**config.mk**
```make
export PLATFORM = sky130hd
export DESIGN_NAME = imm_ext_sched
export DESIGN_NICKNAME = d
export VERILOG_FILES = /design/src/rtl/imm_pkg.sv /design/src/rtl/imm_decode_ext.sv /design/src/rtl/imm_ext_sched.sv
export SDC_FILE = /design/constraint.sdc
export NUM_CORES = 1
export LEC_CHECK = 0
export ABC_AREA = 1
export BUFFER_PORTS_ARGS = -buffer_cell sky130_fd_sc_hd__buf_2
export CORE_UTILIZATION = 50
export CTS_CLUSTER_DIAMETER = 100
export DETAILED_ROUTE_END_ITERATION = 8
export PLACE_DENSITY = 0.73
export REMOVE_ABC_BUFFERS = 1
export SYNTH_ARGS = -nofsm -noshare
export SYNTH_HDL_FRONTEND = slang
export SYNTH_SLANG_ARGS = --single-unit
```
**constraint.sdc**
```tcl
create_clock -name Clk -period 1.8 [get_ports Clk]
set_input_delay 0.09 -clock Clk [delete_from_list [all_inputs] [get_ports Clk]]
set_output_delay 0.09 -clock Clk [all_outputs]
set_load 0.1 [all_outputs]
```
**src/rtl/imm_pkg.sv**
```systemverilog
`default_nettype none
// imm_pkg -- immediate classes, opcode constants and skid-buffer state encodings
// Rev 1.0
package imm_pkg;

  localparam int DEPTH = 2;

  typedef enum logic [2:0] {
    KIND_NONE   = 3'd0,
    KIND_SIGN   = 3'd1,
    KIND_ZERO   = 3'd2,
    KIND_UPPER  = 3'd3,
    KIND_BRANCH = 3'd4
  } imm_kind_e;

  localparam logic [5:0] OP_REGIMM = 6'h01;
  localparam logic [5:0] OP_BEQ    = 6'h04;
  localparam logic [5:0] OP_BNE    = 6'h05;
  localparam logic [5:0] OP_BLEZ   = 6'h06;
  localparam logic [5:0] OP_BGTZ   = 6'h07;
  localparam logic [5:0] OP_ADDI   = 6'h08;
  localparam logic [5:0] OP_ADDIU  = 6'h09;
  localparam logic [5:0] OP_SLTI   = 6'h0A;
  localparam logic [5:0] OP_SLTIU  = 6'h0B;
  localparam logic [5:0] OP_ANDI   = 6'h0C;
  localparam logic [5:0] OP_ORI    = 6'h0D;
  localparam logic [5:0] OP_XORI   = 6'h0E;
  localparam logic [5:0] OP_LUI    = 6'h0F;
  localparam logic [5:0] OP_LB     = 6'h20;
  localparam logic [5:0] OP_LH     = 6'h21;
  localparam logic [5:0] OP_LW     = 6'h23;
  localparam logic [5:0] OP_SB     = 6'h28;
  localparam logic [5:0] OP_SH     = 6'h29;
  localparam logic [5:0] OP_SW     = 6'h2B;

  typedef enum logic [1:0] {
    ST_EMPTY = 2'd0,
    ST_ONE   = 2'd1,
    ST_TWO   = 2'd2
  } state_e;

  typedef struct packed {
    logic [31:0] imm;
    imm_kind_e   kind;
  } entry_t;

endpackage
`default_nettype wire

```
**src/rtl/imm_decode_ext.sv**
```systemverilog
`default_nettype none
// imm_decode_ext -- combinational opcode classification and immediate extension
// Rev 1.0
module imm_decode_ext
  import imm_pkg::*;
(
  input  logic [31:0] Instruction,
  output entry_t      entry_o
);

  logic [5:0]  opcode;
  logic [15:0] imm;

  assign opcode = Instruction[31:26];
  assign imm    = Instruction[15:0];

  always_comb begin
    entry_o = '{imm: 32'h0, kind: KIND_NONE};
    case (opcode)
      OP_ADDI, OP_ADDIU, OP_SLTI, OP_SLTIU,
      OP_LB, OP_LH, OP_LW, OP_SB, OP_SH, OP_SW: begin
        entry_o.kind = KIND_SIGN;
        entry_o.imm  = {{16{imm[15]}}, imm};
      end
      OP_ANDI, OP_ORI, OP_XORI: begin
        entry_o.kind = KIND_ZERO;
        entry_o.imm  = {16'h0, imm};
      end
      OP_LUI: begin
        entry_o.kind = KIND_UPPER;
        entry_o.imm  = {imm, 16'h0};
      end
      OP_REGIMM, OP_BEQ, OP_BNE, OP_BLEZ, OP_BGTZ: begin
        entry_o.kind = KIND_BRANCH;
        entry_o.imm  = {{14{imm[15]}}, imm, 2'b00};
      end
      default: ;
    endcase
  end

endmodule
`default_nettype wire

```
**src/rtl/imm_ext_sched.sv**
```systemverilog
`default_nettype none
// imm_ext_sched -- ID-stage immediate extender feeding a two-entry FIFO skid buffer
// Rev 1.0
module imm_ext_sched
  import imm_pkg::*;
(
  input  logic        Clk,
  input  logic        Rst,
  input  logic        Flush,
  input  logic        In_valid,
  output logic        In_ready,
  input  logic [31:0] Instruction,
  output logic        Out_valid,
  input  logic        Out_ready,
  output logic [31:0] Imm_out,
  output logic [2:0]  Imm_kind
);

  state_e state_q, state_d;
  entry_t ent_q [DEPTH];
  entry_t ent_d [DEPTH];
  entry_t dec_entry;
  logic   push, pop;

  imm_decode_ext u_decode (
    .Instruction (Instruction),
    .entry_o     (dec_entry)
  );

  // Handshake outputs depend on registered state only.
  assign In_ready  = (state_q != ST_TWO);
  assign Out_valid = (state_q != ST_EMPTY);
  assign Imm_out   = ent_q[0].imm;
  assign Imm_kind  = ent_q[0].kind;

  assign push = In_valid && In_ready;
  assign pop  = Out_valid && Out_ready;

  always_comb begin
    state_d = state_q;
    ent_d   = ent_q;
    if (Flush) begin
      state_d = ST_EMPTY;
    end else begin
      case (state_q)
        ST_EMPTY: begin
          if (push) begin
            state_d  = ST_ONE;
            ent_d[0] = dec_entry;
          end
        end
        ST_ONE: begin
          if (push && pop) begin
            ent_d[0] = dec_entry;
          end else if (push) begin
            state_d  = ST_TWO;
            ent_d[1] = dec_entry;
          end else if (pop) begin
            state_d = ST_EMPTY;
          end
        end
        ST_TWO: begin
          if (pop) begin
            state_d  = ST_ONE;
            ent_d[0] = ent_q[1];
          end
        end
        default: state_d = ST_EMPTY;
      endcase
    end
  end

  always_ff @(posedge Clk) begin
    if (Rst) begin
      state_q <= ST_EMPTY;
      for (int i = 0; i < DEPTH; i++) begin
        ent_q[i] <= '0;
      end
    end else begin
      state_q <= state_d;
      for (int i = 0; i < DEPTH; i++) begin
        ent_q[i] <= ent_d[i];
      end
    end
  end

endmodule
`default_nettype wire

```
==> Yosys cells after proc, flatten, opt, wreduce, memory -nomap -nowiden <==
Index checks and enable logic that the tools add are counted.
{ "op_classes": {"reduce_logical": 13, "muxes": 11, "bitwise_logic": 2, "n_eq_ne": 27} }
{ "op_table": {"columns": ["operator", "n"], "rows": [
  ["case mux 35 bit (4 select lines)", 1],
  ["two-way mux 35 bit", 3],
  ["case mux 35 bit (3 select lines)", 1],
  ["equality test 6 x 4 -> 1 bit, second input constant", 8],
  ["equality test 6 bit, second input constant", 6],
  ["equality test 6 x 3 -> 1 bit, second input constant", 4],
  ["two-way mux 2 bit", 5],
  ["inequality test 2 bit, second input constant", 5],
  ["OR reduction 10 bit", 1],
  ["AND reduction 4 bit", 2],
  ["equality test 6 x 1 -> 1 bit, second input constant", 1],
  ["case mux 2 bit (3 select lines)", 1],
  ["AND reduction 5 bit", 1],
  ["OR reduction 5 bit", 1],
  ["logical AND 1 bit", 3],
  ["inequality test 3 bit, second input constant", 1],
  ["nonzero test 3 bit", 1],
  ["OR reduction 3 bit", 1],
  ["equality test 2 x 1 -> 1 bit, second input constant", 1],
  ["equality test 2 bit, second input constant", 1],
  ["zero test 2 bit", 1],
  ["inverter 1 bit", 2],
  ["nonzero test 2 bit", 1],
  ["OR reduction 2 bit", 1]
]} }
{ "totals": {"output_inout_bits": 37, "wordCells": 58, "reg_bits": 72} }

==> Longest topological paths before layout <==
Gate-level depths: netlist of run 1.
{ "depth": {"word_depth": 6, "depth_mapped": 9} }

==> By module <==
From an unflattened synthesis of run 1, not the netlist that was laid out.
{ "unflattened": {"cells_unflattened": 683, "hier_area_um2": 4361.7} }
{ "modules_own_cells": {"columns": ["mod", "instances", "area_each_um2", "cells_per_inst", "seq_area_each_um2"], "rows": [
  ["imm_ext_sched", 1, 3629.7, 553, 1441.4],
  ["imm_decode_ext", 1, 732.0, 130, 0.0]
]} }

==> Worst setup path after synthesis of run 1 <==
No wires, ideal clock.
{ "synth_path": {"kind": "register to register", "from": "register state_q[1]", "to": "register ent_q (netlist bit Imm_out[14])", "stages_incl_launch_ff": 9, "slack_ps": -236, "arrival_ps": 1918, "t_required_ps": 1682, "path_cell_list": "dfxtp_1 > inv_2 > nand2_1 > a21oi_1 > nand2_2 > buf_6 > buf_6 > a21oi_1 > a21oi_1"} }
{ "synth_between": {"elab_chain_len": 5, "word_cells_on_any_way": 14, "cone_classes": "eq/ne (6); mux (1); reduce/logical (7)"} }
{ "synth_lines": {"columns": ["element", "line", "source"], "rows": [
  ["from (decl)", "imm_ext_sched.sv:19", "state_e state_q, state_d;"],
  ["from (signal assigned)", "imm_ext_sched.sv:80", "state_q <= state_d;"],
  ["nonzero test 2 bit *", "imm_ext_sched.sv:32", "assign Out_valid = (state_q != ST_EMPTY);"],
  ["via Out_valid", "imm_ext_sched.sv:13", "output logic Out_valid,"],
  ["logical AND 1 bit *", "imm_ext_sched.sv:37", "assign pop = Out_valid && Out_ready;"],
  ["logical AND 1 bit", "imm_ext_sched.sv:53", "if (push && pop) begin"],
  ["inequality test 2 bit (no line)", null, null],
  ["AND reduction 5 bit (no line) *", null, null],
  ["to (signal, indexed assignment)", "imm_ext_sched.sv:82", "ent_q[i] <= ent_d[i];"],
  ["to (decl)", "imm_ext_sched.sv:20", "entry_t ent_q [DEPTH];"]
]} }
Mark *: on every way through the listed nets, which the timed path passes. The rest lies on a longest branch.
A chain may end at the register's enable or synchronous reset.

==> Worst setup path after layout of run 1 <==
{ "layout_path": {"from": "register state_q[1]", "to": "register ent_q (netlist bit Imm_kind[0])"} }
{ "layout_between": {"elab_chain_len": 5, "word_cells_on_any_way": 14, "cone_classes": "eq/ne (6); mux (1); reduce/logical (7)"} }
{ "layout_lines": {"columns": ["element", "line"], "rows": [
  ["inequality test 2 bit / nonzero test 2 bit (equally long branches)", "imm_ext_sched.sv:31, imm_ext_sched.sv:32"],
  ["logical AND 1 bit (on tied branches)", "imm_ext_sched.sv:36, imm_ext_sched.sv:37"],
  ["logical AND 1 bit", "imm_ext_sched.sv:53"],
  ["inequality test 2 bit (no line)", null],
  ["AND reduction 5 bit (no line)", null]
]} }
Parallel ways exist; a longest one is shown, timed or not.

==> results.json, run 1 <==
{
  "gp_congestion": 0.858,
  "ys_types": 25,
  "clock_power_share_pct": 31.3,
  "fin_tns_setup_ps": 0,
  "nets": 650,
  "fin_crit_ps": 1430,
  "clock_latency_ps": 340,
  "maxCapViolCount": 0,
  "synth_commonest_cells": "nand2_1 (118), nand3_1 (79), a21oi_1 (75), dfxtp_1 (72), nor2_1 (71)",
  "ant_nets": 0,
  "rsz0062_at_grt": "no",
  "cts_root_buffer": "clkbuf_8",
  "drtPass1Iterations": 5,
  "start_util_pct": 53.0,
  "ir_worst_vdd_mv": 0.315,
  "fp.dieW_um": 90.7,
  "io_pins": 74,
  "grt_pass1_wl_um": 15500,
  "core_um2": 7410,
  "die_h_um": 90.7,
  "critPathKind": "reg -> reg",
  "crit_fanout": 37,
  "num_antenna_cells": 0,
  "synth_area_leaders": "dfxtp_1 (37%), nand2_1 (11%), nand3_1 (10%), a21oi_1 (9.6%), buf_4 (7.3%)",
  "synth_area_um2": 3930,
  "drt-vias-per-instance": 5.33,
  "fin_crit_sh_pct": 79.5,
  "fin_util_pct": 56.8,
  "wl_per_cell_um": 13.2,
  "drc": 0,
  "grt_pass1_vias": 3332,
  "yosysSeqAreaShare_pct": 36.7,
  "grt_use_total_pct": 22.9,
  "worst_ep_arrival_time_ps": 1710,
  "synth_top_area_cell": "dfxtp_1",
  "p_sw_uw": 1310,
  "worst-endpoint-required_ps": 2080,
  "dpl.hpwl_um": 6060,
  "max_freq_ghz": 0.699,
  "grt_max_degree": 65,
  "syn2layout_area_growth_pct": 7.07,
  "drive_above_1_share_pct": 16.7,
  "cellPowerDensity_nw_per_um2": 881,
  "pwr-share-comb_pct": 23.1,
  "via_count": 3813,
  "synth_edf_count": 0,
  "synth_area_per_cell_um2": 6.56,
  "tightest_slew_ps": 566,
  "holdBufCountCts": 0,
  "fill_cells": 750,
  "hold_class": "in -> reg",
  "grt_remaining_overflow": 0,
  "htree_num_levels": 3,
  "antenna_found_initial": 0,
  "clock_sinks": 72,
  "yosysMostFrequentCell": "nand2_1",
  "cts_tree": "done",
  "io_buffers": 63,
  "hold_violations": 0,
  "slew_viol_final": 0,
  "setup_viol": 0,
  "async_flop_share_pct": 0,
  "cp-start-kind": "flip-flop",
  "drtIter0Drc": 267,
  "synth-seq-cells": 72,
  "post_cts_resize_count": 0,
  "syn-instance-count": 599,
  "switching_share_pct": 35.3,
  "synth_warnings": 0,
  "skew_ps": 9.06,
  "cts-buffers-inserted": 9,
  "rows": 31,
  "post_cts.repair.setup_buffers": 0,
  "multiInputGateArea_um2": 1860,
  "seqPwrFrac_pct": 45.5,
  "cts_buffer_depth": 2,
  "synth.top_cell.area_share_pct": 36.7,
  "dieArea_um2": 8220,
  "worst_setup_path_end_kind": "flip-flop",
  "clk_pin_slew_ps": 80,
  "ff_latch_area_um2": 1440,
  "status": "finished, final reports clean",
  "ys.flop_type": "dfxtp_1",
  "wirelength_um": 9450,
  "intPower_uw": 2400,
  "max_slew_margin_pct": 62.1,
  "p_leak_uw": 0.00207
}
cells in the final DEF (no fill, tap or decap):
cell	netlist	routed
nor2_2	2	2
nor2_4	3	3
dfxtp_1	72	72
nand2_1	118	118
a21boi_0	2	2
nand3b_1	1	1
buf_2	13	63
clkbuf_1	16	1
inv_1	42	42
inv_2	4	4
nor2_1	71	71
o21ai_0	19	19
buf_12	0	1
clkinv_1	1	1
clkinv_2	0	2
a21oi_1	75	75
nand4_1	14	14
nand3_2	1	1
nand2_2	1	1
o211ai_1	1	1
o21a_1	1	1
nand3_1	79	79
o21ai_1	17	17
clkinvlp_4	0	1
clkbuf_8	0	11
nand4_2	1	1
buf_4	38	13
metrics by stage:
stage	total power (uW)	area (um2)	hold slack, ps	setup WS [ps]	std cells
floorplan	2380	3480	159	-742	525
global placement	2570	4040	372	411	701
detailed placement	2580	4040	378	358	701
CTS	3730	4210	11.9	370	716
global route	3860	4210	19.3	214	716
finish	3710	4210	19.9	368	716
final timing paths:
| kind | startpoint | endpoint | slack, ps | cells past startpoint |
|---|---|---|---|---|
| min reg2reg | Imm_kind[0] | Imm_kind[0] | 470 | 2 |
| max | state_q[1] | Imm_kind[0] | 370 | 8 |
| min | Rst | Imm_kind[1] | 20 | 2 |
| max reg2reg | state_q[1] | Imm_kind[0] | 370 | 8 |
cell families (layout without fill, tap and decap cells):
logic type	Yosys count	after routing	synth area share [%]
compound gates	115	115	14.9
buf+inv	121	139	16.0
simple gates	291	291	32.4
flops	72	72	36.7
critical path, cell delays in order, from the launching register on:
cell and delay, ps:
dfxtp_1 340, inv_2 100, nand2_1 70, a21oi_1 200, nand2_2 80, buf_4 260
nor2_1 140, nand2_1 60, a21oi_1 110
layout make-up:
class | instances | share of cell area (%)
clock buffers | 12 | 3.69
clock inverters | 3 | 0.416
inverters | 47 | 4.19
multi-input cells | 406 | 44.2
flip-flops and latches | 72 | 34.3
well taps | 99 | 2.94
repair buffers | 77 | 10.3
state kept, by name (all words and copies together) (netlist names):
register / count
Imm_out: 32
ent_q: 35
state_q: 2
Imm_kind: 3
routing by layer:
layer | up-vias | share of wire, % | global-route usage, %
li1 | 1945 | - | -
met1 | 1728 | 45 | 30.1
met2 | 130 | 48 | 36.8
met3 | 10 | 5.6 | 4.12
met4 | 0 | 1.1 | 9.41
met5 | - | 0 | 0
power groups by stage:
stage          logic (uW)  registers [uW]  clock network, uW
6_report              858            1690               1160
5_1_grt               917            1700               1250
4_1_cts               856            1690               1190
3_5_place_dp          853            1720                  0
3_3_place_gp          845            1720                  0
2_1_floorplan         286            2100                  0
(Power assumes the default switching activity.)
==> run 2: changes to the inputs <==
--- a/config.mk
+++ b/config.mk
@@ -10,7 +10,7 @@
 export CORE_UTILIZATION = 50
 export CTS_CLUSTER_DIAMETER = 100
 export DETAILED_ROUTE_END_ITERATION = 8
-export PLACE_DENSITY = 0.73
+export PLACE_DENSITY = 0.76
 export REMOVE_ABC_BUFFERS = 1
 export SYNTH_ARGS = -nofsm -noshare
 export SYNTH_HDL_FRONTEND = slang
==> constraint.sdc (replaced) <==
create_clock -name Clk -period 1.2 [get_ports Clk]
set_input_delay 0.06 -clock Clk [delete_from_list [all_inputs] [get_ports Clk]]
set_output_delay 0.06 -clock Clk [all_outputs]
set_load 0.1 [all_outputs]
==> results.json, run 2 (synthesis gave the netlist of run 1 again) <==
{
  "worst-endpoint-required_ps": 1480,
  "io_pins": 74,
  "dieArea_um2": 8220,
  "status": "finished, violations left",
  "cts_tree": "done",
  "htree_num_levels": 3,
  "wirelength_um": 10400,
  "drtIter0Drc": 362,
  "worst_setup_path_end_kind": "flip-flop",
  "nets": 671,
  "p_leak_uw": 0.00231,
  "crit_start": "state_q[0]",
  "antenna_found_initial": 0,
  "ant_nets": 0,
  "hold_class": "in -> reg",
  "fin_util_pct": 64.9,
  "drc": 0,
  "dpl.hpwl_um": 6570,
  "clock_latency_ps": 350,
  "final_area_um2": 4810,
  "fin_tns_setup_ps": -6170,
  "layout_common_cells": "nand2_1 (116), nand3_1 (79), nor2_1 (71)",
  "r2r_cells": 8,
  "placed_area_um2": 4270,
  "max_slew_margin_pct": 67.5,
  "r2r_slack_ps": -220,
  "via_count": 3987,
  "drive_above_1_share_pct": 22.8,
  "crit-reg2reg-launch": "state_q[0]",
  "grt_pass1_wl_um": 17300,
  "cellPowerDensity_nw_per_um2": 1330,
  "grt_pass1_vias": 3692,
  "fill_cells": 644,
  "ir_worst_vdd_mv": 0.747,
  "grt_use_total_pct": 25.6,
  "core_um2": 7410,
  "cts-buffers-inserted": 9,
  "hold_violations": 0,
  "rsz0062_at_grt": "yes",
  "top_register": "ent_q",
  "io_buffers": 63,
  "syn2layout_area_growth_pct": 22.4,
  "gp_congestion": 0.891,
  "violations": "negative setup slack",
  "max_freq_ghz": 0.706,
  "crit_fanout": 20,
  "seqPwrFrac_pct": 39.7,
  "fin_crit_sh_pct": 118,
  "wl_per_cell_um": 14.1,
  "slew_viol_final": 0,
  "fin_hold_ws_ps": 12.6,
  "intPower_uw": 4340,
  "p_sw_uw": 2050,
  "fin_crit_ps": 1420,
  "grt_remaining_overflow": 0,
  "clock_power_share_pct": 37.8,
  "drt-vias-per-instance": 5.40,
  "start_util_pct": 53.0,
  "critPathKind": "reg -> reg",
  "switching_share_pct": 32.1,
  "layout_commonest_cell": "nand2_1",
  "fp.dieW_um": 90.7,
  "largest_reg_flops": 35,
  "num_antenna_cells": 0,
  "worst_slack_ps": -216,
  "finalPower_uw": 6390,
  "pwr-share-comb_pct": 22.5,
  "worst_ep_arrival_time_ps": 1690,
  "cp-start-kind": "flip-flop",
  "die_h_um": 90.7,
  "maxCapViolCount": 0,
  "rows": 31,
  "cts_buffer_depth": 2,
  "grt_max_degree": 65,
  "tightest_slew_ps": 491,
  "clk_pin_slew_ps": 80,
  "cts_root_buffer": "clkbuf_8",
  "drtPass1Iterations": 5,
  "endpoint": "Imm_out[1]",
  "setup_viol": 70,
  "skew_ps": 12.1,
  "r2r-end": "Imm_out[1]",
  "clock_sinks": 72
}
-- run 2: cell count changes in the layout (fill, tap and decap cells not counted), moves of 3 or more --
cell	change
buf_6	+3
clkbuf_4	+10
buf_2	-15
a21oi_1	-18
buf_4	+5
bufinv_16	+3
a21oi_2	+18
buf_12	+13
-- run 2: layout make-up --
class	instances	area, um2	area share [%]
multi-input cells	406	1950	40.6
clock buffers	11	151	3.15
repair buffers	98	852	17.7
inverters	47	184	3.82
well taps	99	124	2.58
flip-flops and latches	72	1440	30.0
clock inverters	5	103	2.13
-- run 2: power groups by stage --
stage	registers [uW]	logic (uW)	clock network, uW
CTS	2530	1380	2440
detailed placement	2590	1340	0
global placement	2580	1320	0
floorplan	3150	429	0
finish	2530	1440	2410
global route	2550	1530	2570
-- run 2: stage by stage --
step	instances	worst slack, ps
after global routing	738	-275
after detailed placement	712	-167
after CTS	736	-91.2
after floorplan	525	-1340
final	738	-216
after global placement	712	-111
-- run 2: worst min path at each step --
stage,from,endpoint,slack [ps],cells past startpoint
2_1_floorplan,Rst,Imm_kind[0],130,1
3_3_place_gp,Rst,Imm_kind[0],340,2
3_5_place_dp,Rst,Imm_kind[0],350,2
4_1_cts,Flush,state_q[1],10,4
5_1_grt,Flush,state_q[1],8,4
6_report,Flush,state_q[1],10,4
-- run 2: per-layer routing --
layer	wire, um	GRT usage [%]
met1	4560	33.0
met2	5070	41.8
met5	0	0
met4	278	11.3
met3	530	4.12
-- run 2: repair_timing --
| action | CTS | global route |
|---|---|---|
| gates resized for setup | 19 | 33 |
| endpoints found under the setup margin | 75 | 82 |
| hold endpoints to repair | 4 | 0 |
| pin swaps | 7 | 13 |
| hold buffers | 2 | 0 |
| setup buffers | 5 | 1 |
| cloned | 1 | 1 |
-- run 2: worst max-delay path, stage by stage, from the launching register on --
cell       delay (ps)
dfxtp_2           340
inv_2              90
nand2_2            70
a21oi_2           210
nand2_4           120
clkbuf_16         210
nand2_1            70
nand2_1            60
a21oi_1           160
